==> src/rtl/hs4_pkg.sv <==
`default_nettype none
// ----------------------------------------------------------------------------
// hs4_pkg : shared state encoding and default sizing for the hs4 blocks
// Rev 1.0
// ----------------------------------------------------------------------------
package hs4_pkg;

  localparam int HS4_DATA_W      = 32;
  localparam int HS4_DEPTH       = 4;
  localparam int HS4_SYNC_STAGES = 2;

  typedef enum logic [2:0] {
    IDLE    = 3'd0,
    STALL   = 3'd1,
    CAPTURE = 3'd2,
    ACK_HI  = 3'd3,
    ACK_LO  = 3'd4
  } hs4_state_e;

endpackage
`default_nettype wire

==> src/rtl/hs4_rx_sink_if.sv <==
`default_nettype none
// ----------------------------------------------------------------------------
// hs4_rx_sink_if : REQ/ACK producer side plus valid/ready consumer side
// Rev 1.0
// ----------------------------------------------------------------------------
interface hs4_rx_sink_if
  import hs4_pkg::*;
#(
  parameter int DATA_W = HS4_DATA_W,
  parameter int DEPTH  = HS4_DEPTH
);

  logic                   BtoR_REQ;
  logic [DATA_W-1:0]      DO;
  logic                   RtoB_ACK;
  logic                   out_valid;
  logic [DATA_W-1:0]      out_data;
  logic                   out_ready;
  logic [$clog2(DEPTH):0] level;
  logic [31:0]            rx_count;

  // master: producer and consumer (the environment); slave: the sink
  modport master (
    output BtoR_REQ, DO, out_ready,
    input  RtoB_ACK, out_valid, out_data, level, rx_count
  );

  modport slave (
    input  BtoR_REQ, DO, out_ready,
    output RtoB_ACK, out_valid, out_data, level, rx_count
  );

endinterface
`default_nettype wire

==> src/rtl/hs4_sync_fifo.sv <==
`default_nettype none
// ----------------------------------------------------------------------------
// hs4_sync_fifo : first-word fall-through FIFO, extra-MSB pointer scheme
// Rev 1.0
// ----------------------------------------------------------------------------
module hs4_sync_fifo
  import hs4_pkg::*;
#(
  parameter int DATA_W = HS4_DATA_W,
  parameter int DEPTH  = HS4_DEPTH
) (
  input  logic                   clk,
  input  logic                   rst_n,
  input  logic                   push,
  input  logic [DATA_W-1:0]      push_data,
  input  logic                   pop,
  output logic [DATA_W-1:0]      head_data,
  output logic                   full,
  output logic                   empty,
  output logic [$clog2(DEPTH):0] level
);

  localparam int AW = $clog2(DEPTH);
  localparam logic [AW:0] PTR_ONE = (AW+1)'(1);

  logic [DATA_W-1:0] mem_q [DEPTH];
  logic [AW:0]       wr_ptr_q, wr_ptr_d;
  logic [AW:0]       rd_ptr_q, rd_ptr_d;
  logic              do_push;
  logic              do_pop;

  assign full  = (wr_ptr_q[AW-1:0] == rd_ptr_q[AW-1:0]) && (wr_ptr_q[AW] != rd_ptr_q[AW]);
  assign empty = (wr_ptr_q == rd_ptr_q);
  assign level = wr_ptr_q - rd_ptr_q;

  // A pop while full frees a slot only after the edge, so push is gated on the registered full
  assign do_push = push && !full;
  assign do_pop  = pop && !empty;

  always_comb begin
    wr_ptr_d = wr_ptr_q;
    rd_ptr_d = rd_ptr_q;
    if (do_push) wr_ptr_d = wr_ptr_q + PTR_ONE;
    if (do_pop)  rd_ptr_d = rd_ptr_q + PTR_ONE;
  end

  always_ff @(posedge clk or negedge rst_n) begin
    if (!rst_n) begin
      wr_ptr_q <= '0;
      rd_ptr_q <= '0;
    end else begin
      wr_ptr_q <= wr_ptr_d;
      rd_ptr_q <= rd_ptr_d;
    end
  end

  always_ff @(posedge clk) begin
    if (do_push) mem_q[wr_ptr_q[AW-1:0]] <= push_data;
  end

  assign head_data = mem_q[rd_ptr_q[AW-1:0]];

endmodule
`default_nettype wire

==> src/rtl/hs4_rx_sink.sv <==
`default_nettype none
// ----------------------------------------------------------------------------
// hs4_rx_sink : four-phase REQ/ACK receiver feeding a valid/ready FIFO port
// Rev 1.0
// ----------------------------------------------------------------------------
module hs4_rx_sink
  import hs4_pkg::*;
#(
  parameter int DATA_W      = HS4_DATA_W,
  parameter int DEPTH       = HS4_DEPTH,
  parameter int SYNC_STAGES = HS4_SYNC_STAGES
) (
  input  logic          clk,
  input  logic          rst_n,
  hs4_rx_sink_if.slave  bus
);

  logic [SYNC_STAGES-1:0] sync_q, sync_d;
  logic                   req_s;
  hs4_state_e             state_q, state_d;
  logic                   ack_q, ack_d;
  logic [31:0]            rx_count_q, rx_count_d;
  logic                   push;
  logic                   fifo_full;
  logic                   fifo_empty;

  assign sync_d = {sync_q[SYNC_STAGES-2:0], bus.BtoR_REQ};
  assign req_s  = sync_q[SYNC_STAGES-1];

  always_comb begin
    state_d    = state_q;
    push       = 1'b0;
    rx_count_d = rx_count_q;
    case (state_q)
      IDLE: begin
        if (req_s) state_d = fifo_full ? STALL : CAPTURE;
      end
      STALL: begin
        if (!fifo_full) state_d = CAPTURE;
      end
      CAPTURE: begin
        push       = 1'b1;
        rx_count_d = rx_count_q + 32'd1;
        state_d    = ACK_HI;
      end
      ACK_HI: begin
        if (!req_s) state_d = ACK_LO;
      end
      ACK_LO: begin
        state_d = IDLE;
      end
      default: begin
        state_d = IDLE;
      end
    endcase
    // ACK is registered off the next state so it rises with the ACK_HI entry
    ack_d = (state_d == ACK_HI);
  end

  always_ff @(posedge clk or negedge rst_n) begin
    if (!rst_n) begin
      sync_q     <= '0;
      state_q    <= IDLE;
      ack_q      <= 1'b0;
      rx_count_q <= '0;
    end else begin
      sync_q     <= sync_d;
      state_q    <= state_d;
      ack_q      <= ack_d;
      rx_count_q <= rx_count_d;
    end
  end

  hs4_sync_fifo #(
    .DATA_W (DATA_W),
    .DEPTH  (DEPTH)
  ) u_fifo (
    .clk       (clk),
    .rst_n     (rst_n),
    .push      (push),
    .push_data (bus.DO),
    .pop       (bus.out_ready),
    .head_data (bus.out_data),
    .full      (fifo_full),
    .empty     (fifo_empty),
    .level     (bus.level)
  );

  assign bus.out_valid = !fifo_empty;
  assign bus.RtoB_ACK  = ack_q;
  assign bus.rx_count  = rx_count_q;

endmodule
`default_nettype wire
==> src/flat_wrapper.sv <==
// flat-port wrapper written by rule: the top's interface ports become plain ports
module hs4_rx_sink_flat import hs4_pkg::*;
#(
  parameter int DATA_W      = HS4_DATA_W,
  parameter int DEPTH       = HS4_DEPTH,
  parameter int SYNC_STAGES = HS4_SYNC_STAGES
)
  (clk, rst_n, bus_BtoR_REQ, bus_DO, bus_out_ready, bus_RtoB_ACK, bus_out_valid, bus_out_data, bus_level, bus_rx_count);
  hs4_rx_sink_if #(.DATA_W(DATA_W), .DEPTH(DEPTH)) bus_i ();
  input  logic clk;
  input  logic rst_n;
  input wire logic [$bits(bus_i.BtoR_REQ)-1:0] bus_BtoR_REQ;
  input wire logic [$bits(bus_i.DO)-1:0] bus_DO;
  input wire logic [$bits(bus_i.out_ready)-1:0] bus_out_ready;
  output wire logic [$bits(bus_i.RtoB_ACK)-1:0] bus_RtoB_ACK;
  output wire logic [$bits(bus_i.out_valid)-1:0] bus_out_valid;
  output wire logic [$bits(bus_i.out_data)-1:0] bus_out_data;
  output wire logic [$bits(bus_i.level)-1:0] bus_level;
  output wire logic [$bits(bus_i.rx_count)-1:0] bus_rx_count;
  assign bus_i.BtoR_REQ = bus_BtoR_REQ;
  assign bus_i.DO = bus_DO;
  assign bus_i.out_ready = bus_out_ready;
  assign bus_RtoB_ACK = bus_i.RtoB_ACK;
  assign bus_out_valid = bus_i.out_valid;
  assign bus_out_data = bus_i.out_data;
  assign bus_level = bus_i.level;
  assign bus_rx_count = bus_i.rx_count;
  hs4_rx_sink #(.DATA_W(DATA_W), .DEPTH(DEPTH), .SYNC_STAGES(SYNC_STAGES)) u_core (.clk(clk), .rst_n(rst_n), .bus(bus_i));
endmodule
==> config.mk <==
export PLATFORM = sky130hd
export DESIGN_NAME = hs4_rx_sink_flat
export DESIGN_NICKNAME = d
export VERILOG_FILES = /design/src/rtl/hs4_pkg.sv /design/src/rtl/hs4_rx_sink_if.sv /design/src/rtl/hs4_sync_fifo.sv /design/src/rtl/hs4_rx_sink.sv /design/src/flat_wrapper.sv
export SDC_FILE = /design/constraint.sdc
export NUM_CORES = 1
export LEC_CHECK = 0
export CORE_MARGIN = 10
export CORE_UTILIZATION = 48
export CTS_CLUSTER_SIZE = 24
export DETAILED_ROUTE_END_ITERATION = 7
export PLACE_DENSITY = 0.75
export REMOVE_ABC_BUFFERS = 1
export SETUP_SLACK_MARGIN = 0.2
export SYNTH_ARGS = -nofsm -noshare
export SYNTH_HDL_FRONTEND = slang
export SYNTH_HIERARCHICAL = 1
export SYNTH_SLANG_ARGS = --single-unit
==> constraint.sdc <==
create_clock -name clk -period 2.5 [get_ports clk]
set_input_delay 0.375 -clock clk [delete_from_list [all_inputs] [get_ports clk]]
set_output_delay 0.375 -clock clk [all_outputs]
set_load 0.1 [all_outputs]
==> summary.md, run 1 <==
| Metric | Value |
|---|---|
| Synth area leader | `edfxtp_1` |
| Post-synth top area share | `56.6%` |
| Routed wire length | `13500 um` |
| Final Max Slew Viols | `0` |
| Row cnt | `43` |
| Largest net degree at the start of global routing | `45` |
| Post-synthesis sequential area ratio | `72.9%` |
| Final setup fails | `0` |
| DRC | `0` |
| Tmin final | `2.25 ns` |
| Setup crit start kind | `flip-flop` |
| # clock sinks | `172` |
| Port bufs | `104` |
| H-tree depth | `4` |
| Vias in the first global route | `3928` |
| Clock skew | `0.00630 ns` |
| # placed instances | `635` |
| Antenna-violating nets left | `0` |
| Die Ht | `139 um` |
| Global-route wire length before repair | `21300 um` |
| Slew headroom | `34.0%` |
| Area grow syn2layout | `34.2%` |
| Total number of vias | `3597` |
| CTS Buf Count | `17` |
| Max Freq | `444 MHz` |
| CORE AREA | `13900 um2` |
| Initial drt markers | `214` |
| Post-Synthesis Cell Area | `6790 um2` |
| Mean Syn Cell Area | `19.2 um2` |
| Worst Max-Slew Pin Slew | `0.989 ns` |
| Arr. time, crit path | `1.88 ns` |
| Hold Vio Cnt, Final | `0` |
| Req. time, crit path | `2.12 ns` |
| Share of synthesized registers carrying an async set or reset | `25.6%` |
| Kind of critical path | `flip-flop to output port` |
| Reg2Reg Launch Point | `u_core/state_q[2]` |
| Count of different cell masters after synthesis | `36` |
| Die X | `139 um` |
| I/O pin cnt | `105` |
| Share of layout cells above drive strength 1 | `34.8%` |
| Post-DR vias/cell | `5.34` |
| Initial antenna violation count | `0` |
| Synth Flop Type | `edfxtp_1` |
| Final period util | `90.1%` |
| DR WL/cell | `20.1 um` |
| EDFF count, synth | `128` |
| Yosys reg bits | `172` |
| Max FO, Critical Path | `2` |
| Post-Syn Instances | `353` |
| ANT cells | `0` |
| Count leader, synth | `edfxtp_1` |
| Crit end category | `output port` |
| First-pass DRT Iterations | `4` |
| Total die area | `19300 um2` |
| Filler cells | `923` |
| Grt ovf | `0` |
| Clk slew on worst S/H paths | `0.06 ns` |
| Total track usage | `13.9%` |
| Post-DP HPWL | `8830 um` |
| CTS tree | `built` |
| Initial core utilization | `48.9%` |
| Unrepaired setup endpoints after global routing | `true` |
| Commonest cells post-synth | `edfxtp_1 (128), dfrtp_1 (44), mux4_2 (32), xnor2_1 (28), nand2_1 (15)` |
| Clk Latency, worst-skew pair | `0.42 ns` |
| Worst Hold Class | `primary input to asynchronous set/reset pin` |
| Final RePlAce weighted congestion | `0.763` |
| Final Net Count | `526` |
| Status | `completed` |
| Final Instance Count excl. Fillers | `674` |
| Max clock buf depth | `2` |
| Root Buffer | `clkbuf_16` |
| Synthesis warning total | `6` |
| Crit path from | `u_core/u_fifo/wr_ptr_q[0]` |
| Max-Cap Viols | `0` |
| Post-cts hold buffer count | `0` |
| Cells taking the most area after synthesis | `edfxtp_1 (57%), dfrtp_1 (16%), mux4_2 (11%), xnor2_1 (3.6%), ha_1 (1.5%)` |
registers in the layout, summed over array words and instances, names as in the netlist:
signal / cells
u_core/bus.RtoB_ACK: 1
u_core/u_fifo/mem_q: 128
u_core/sync_q: 2
u_core/u_fifo/wr_ptr_q: 3
u_core/u_fifo/rd_ptr_q: 3
u_core/state_q: 3
u_core/bus.rx_count: 32
worst max-delay path, cell delays in order (launching register included):
cell and delay [ns]:
dfrtp_1 0.39, inv_2 0.06, ha_2 0.16, inv_2 0.04, fa_2 0.38, xnor2_2 0.22
buf_12 0.20
metal layers:
metal	global-route usage (%)	part of all wire, %
met2	22.8	50
met4	4.94	1.3
met1	16.6	42
met5	0	0
met3	5.17	7.0
repair_timing:
item | 4_1_cts | 5_1_grt
gates cloned | 0 | 3
resized for setup | 2 | 5
pin swaps | 1 | 2
endpoints found under the setup margin | 12 | 33
endpoints found under the hold margin | 0 | 0
buffers inserted | 1 | 3
cell families (layout without fill, tap and decap cells):
logic type	Yosys count	count (layout)	share of synthesized area [%]
AOI/OAI and AO/OA	6	6	0.627
xor gates and xnor gates	35	35	4.63
adders and majority gates	9	9	1.77
buffers and inverters	22	163	1.81
DFF	172	172	72.9
muxes	37	37	11.5
and+or+nand+nor	72	72	6.75
per-stage QoR:
| step | setup slack [ns] | TNS [ns] | instance area, um2 | hold WS, ns | util, % |
|---|---|---|---|---|---|
| floorplan | -1.66 | -114.65 | 6700 | 0.0794 | - |
| global placement | 0.545 | 0 | 8380 | 0.332 | 60.4 |
| detailed placement | 0.501 | 0 | 8380 | 0.349 | 60.4 |
| CTS | 0.173 | 0 | 8990 | 0.138 | 64.8 |
| global route | 0.160 | 0 | 9100 | 0.193 | 65.6 |
| finish | 0.248 | 0 | 9100 | 0.119 | 65.6 |
cells in the final DEF (no fill, tap or decap), drive strengths merged, types with 4 or more instances in the layout:
cell and n:
and4 4, nor2 7, and3 8, clkinvlp 4, nand2 15, mux4 32
xnor2 28, clkinv 4, buf 84, clkbuf 20, mux2 4, dfrtp 44
edfxtp 128, clkdlybuf4s50 34, nand3 14, inv 14, ha 8, xor2 7
nand4 10
path summary, 6_finish.rpt:
check / endpoint / slack (ns) / cells after the start
setup / recovery: bus_level[2] / 0.25 / 6
hold / removal: u_core/bus.rx_count[24] / 0.12 / 1
setup reg to reg: u_core/bus.rx_count[26] / 0.55 / 4
hold reg to reg: u_core/sync_q[1] / 0.36 / 0
max in group asynchronous: u_core/u_fifo/rd_ptr_q[1] / 1.70 / 1
min in group clk: u_core/sync_q[1] / 0.36 / 0
cell type report:
type / count / area [um2] / share of cell area (%)
Clock inverter: 14 / 166 / 1.83
Sequential cell: 172 / 4950 / 54.3
Clock buffer: 18 / 429 / 4.71
Multi-Input combinational cell: 159 / 1740 / 19.1
Timing Repair Buffer: 120 / 1560 / 17.1
Tap cell: 180 / 225 / 2.47
Inverter: 11 / 41.3 / 0.454
Power of run 1 is left out: the tool's default activity adds up to more than one toggle a clock period on the data nets, which glitch-free logic cannot reach.
==> run 2, diff against run 1 <==
--- a/config.mk
+++ b/config.mk
@@ -7,9 +7,10 @@
 export LEC_CHECK = 0
 export CORE_MARGIN = 10
 export CORE_UTILIZATION = 48
+export CTS_BUF_LIST = sky130_fd_sc_hd__clkbuf_16
 export CTS_CLUSTER_SIZE = 24
 export DETAILED_ROUTE_END_ITERATION = 7
-export PLACE_DENSITY = 0.75
+export PLACE_DENSITY = 0.79
 export REMOVE_ABC_BUFFERS = 1
 export SETUP_SLACK_MARGIN = 0.2
 export SYNTH_ARGS = -nofsm -noshare
==> run 2 against run 1 <==
Net effect:
- clock skew increased by 0.00054 ns
- register-to-register slack about the same
- final cell count decreased by 0.45%
- via count increased by 0.58%
- critical endpoint unchanged
- highest routed layer unchanged
==> summary.md, run 2 (synthesis gave the netlist of run 1 again) <==
| Metric | Value |
|---|---|
| DRC | `0 (unchanged)` |
| Vias in the first global route | `3998 (+1.8%)` |
| First-pass DRT Iterations | `4 (unchanged)` |
| Grt ovf | `0 (unchanged)` |
| Global-route wire length before repair | `21800 um (+2.2%)` |
| # clock sinks | `172 (unchanged)` |
| R2R Setup Slk | `0.55 ns (about the same)` |
| Total number of vias | `3618 (+0.58%)` |
| Largest net degree at the start of global routing | `45 (unchanged)` |
| Reg2Reg Launch Point | `u_core/state_q[2]` |
| Final RePlAce weighted congestion | `0.780 (+2.2%)` |
| Crit end category | `output port` |
| Req. time, crit path | `2.12 ns (about the same)` |
| Share of layout cells above drive strength 1 | `34.6% (-0.19 points)` |
| Initial core utilization | `48.9% (unchanged)` |
| Crit path from | `u_core/u_fifo/wr_ptr_q[0]` |
| ANT cells | `0 (unchanged)` |
| Commonest non-fill, non-tap cells in the layout | `edfxtp_1 (128), dfrtp_1 (43), buf_4 (41), buf_12 (40), clkdlybuf4s50_1 (34)` |
| CORE AREA | `13900 um2 (unchanged)` |
| RR Endpoint | `u_core/bus.rx_count[26]` |
| Total die area | `19300 um2 (unchanged)` |
| Max reg flops | `128 (unchanged)` |
| Status | `completed` |
| Max-Cap Viols | `0 (unchanged)` |
| Fin area | `9000 um2 (-1.1%)` |
| Post-DR vias/cell | `5.39 (+1.0%)` |
| Kind of critical path | `flip-flop to output port` |
| Final period util | `90.9% (+0.75 points)` |
| I/O pin cnt | `105 (unchanged)` |
| Max Freq | `440 MHz (-0.83%)` |
| Filler cells | `928 (+0.54%)` |
| Post-cts hold buffer count | `0 (unchanged)` |
| Tmin final | `2.27 ns (+0.0188 ns)` |
| Total track usage | `14.2% (+0.30 points)` |
| Hold Vio Cnt, Final | `0 (unchanged)` |
| R2R cell count | `4 (unchanged)` |
| Final setup fails | `0 (unchanged)` |
| Clock skew | `0.00684 ns (+0.000536 ns)` |
| Max clock buf depth | `2 (unchanged)` |
| Port bufs | `104 (unchanged)` |
| Worst Max-Slew Pin Slew | `0.973 ns (-0.0167 ns)` |
| CTS tree | `built` |
| Setup crit start kind | `flip-flop` |
| Max FO, Critical Path | `3 (+1)` |
| DR WL/cell | `19.7 um (-2.0%)` |
| Commonest non-fill, non-tap cell in the layout | `edfxtp_1` |
| Unrepaired setup endpoints after global routing | `true` |
| Final worst slack | `0.229 ns (-0.0188 ns)` |
| Die X | `139 um (unchanged)` |
| Root Buffer | `clkbuf_16` |
| Clk slew on worst S/H paths | `0.06 ns (about the same)` |
| Post-DP HPWL | `8800 um (-0.32%)` |
| Final Max Slew Viols | `0 (unchanged)` |
| Placed cell area | `8360 um2 (-0.22%)` |
| Initial drt markers | `243 (+14%)` |
| Clk Latency, worst-skew pair | `0.42 ns (about the same)` |
| CTS Buf Count | `17 (unchanged)` |
| Antenna-violating nets left | `0 (unchanged)` |
| CP endpoint | `bus_level[2]` |
| Slew headroom | `35.1% (+1.1 points)` |
| Post-Place Setup Slack | `0.522 ns (+0.0212 ns)` |
| Die Ht | `139 um (unchanged)` |
| Arr. time, crit path | `1.90 ns (+0.02 ns)` |
| Final Net Count | `523 (-0.57%)` |
| Routed wire length | `13200 um (-2.4%)` |
| Initial antenna violation count | `0 (unchanged)` |
| Post-layout util | `64.8% (-0.74 points)` |
| H-tree depth | `4 (unchanged)` |
| Area grow syn2layout | `32.7%` |
| Row cnt | `43 (unchanged)` |
| Worst Hold Class | `primary input to asynchronous set/reset pin` |
[run 2: changes by cell type in the layout (fill, tap and decap cells not counted), sizes merged]
cell      before  now
clkinvlp       4    2
inv           14   15
bufinv         3    2
clkinv         4    7
clkbuf        20   17
buf           84   83
[run 2: cell type report]
cell class / instances / area, um2 / share of cell area (%)
Clock buffer: 17 / 425 / 4.73
Clock inverter: 15 / 163 / 1.81
Inverter: 11 / 41.3 / 0.459
Multi-Input combinational cell: 159 / 1740 / 19.3
Sequential cell: 172 / 4950 / 54.9
Tap cell: 180 / 225 / 2.50
Timing Repair Buffer: 117 / 1470 / 16.3
[run 2: critical path: stages, from the launching register on]
cell and delay, ns:
dfrtp_1 0.40, inv_2 0.09, ha_2 0.17, inv_2 0.04
fa_2 0.37, xnor2_2 0.22, buf_12 0.20
[run 2: metal layers]
layer	vias up	wire length, um	GRT usage, %
met1	1855	5380	16.2
met5	-	0	0
met4	0	252	6.43
li1	1625	-	-
met3	19	954	5.55
met2	119	6620	23.2
[run 2: per-stage QoR]
step	setup TNS (ns)	hold slack, ns	std cells
detailed placement	0	0.335	636
global route	0	0.177	671
finish	0	0.108	671
global placement	0	0.332	636
CTS	0	0.122	669
floorplan	-114.65	0.0794	342
[run 2: worst min-delay path by stage]
stage                                 from                 endpoint  depth (start not counted)
after global routing                 rst_n  u_core/bus.rx_count[28]                          1
final                                rst_n  u_core/bus.rx_count[28]                          1
after floorplan                      rst_n      u_core/bus.RtoB_ACK                          0
after global placement    u_core/sync_q[0]         u_core/sync_q[1]                          0
after detailed placement  u_core/sync_q[0]         u_core/sync_q[1]                          0
after CTS                            rst_n  u_core/bus.rx_count[28]                          1
[run 2: repair_timing]
action	in CTS	in global routing
pin swaps	1	2
setup buffers	1	2
resized for setup	4	5
hold endpoints to repair	0	0
setup endpoints to repair	22	33
Power of run 2 is left out for the same reason.
==> run 3, diff against run 2 <==
--- a/config.mk
+++ b/config.mk
@@ -8,7 +8,6 @@
 export CORE_MARGIN = 10
 export CORE_UTILIZATION = 48
 export CTS_BUF_LIST = sky130_fd_sc_hd__clkbuf_16
-export CTS_CLUSTER_SIZE = 24
 export DETAILED_ROUTE_END_ITERATION = 7
 export PLACE_DENSITY = 0.79
 export REMOVE_ABC_BUFFERS = 1
==> results of run 3 <==
Same layout as run 2: the final DEF is identical, and so are final timing and power.
Power of run 3 is left out for the same reason.
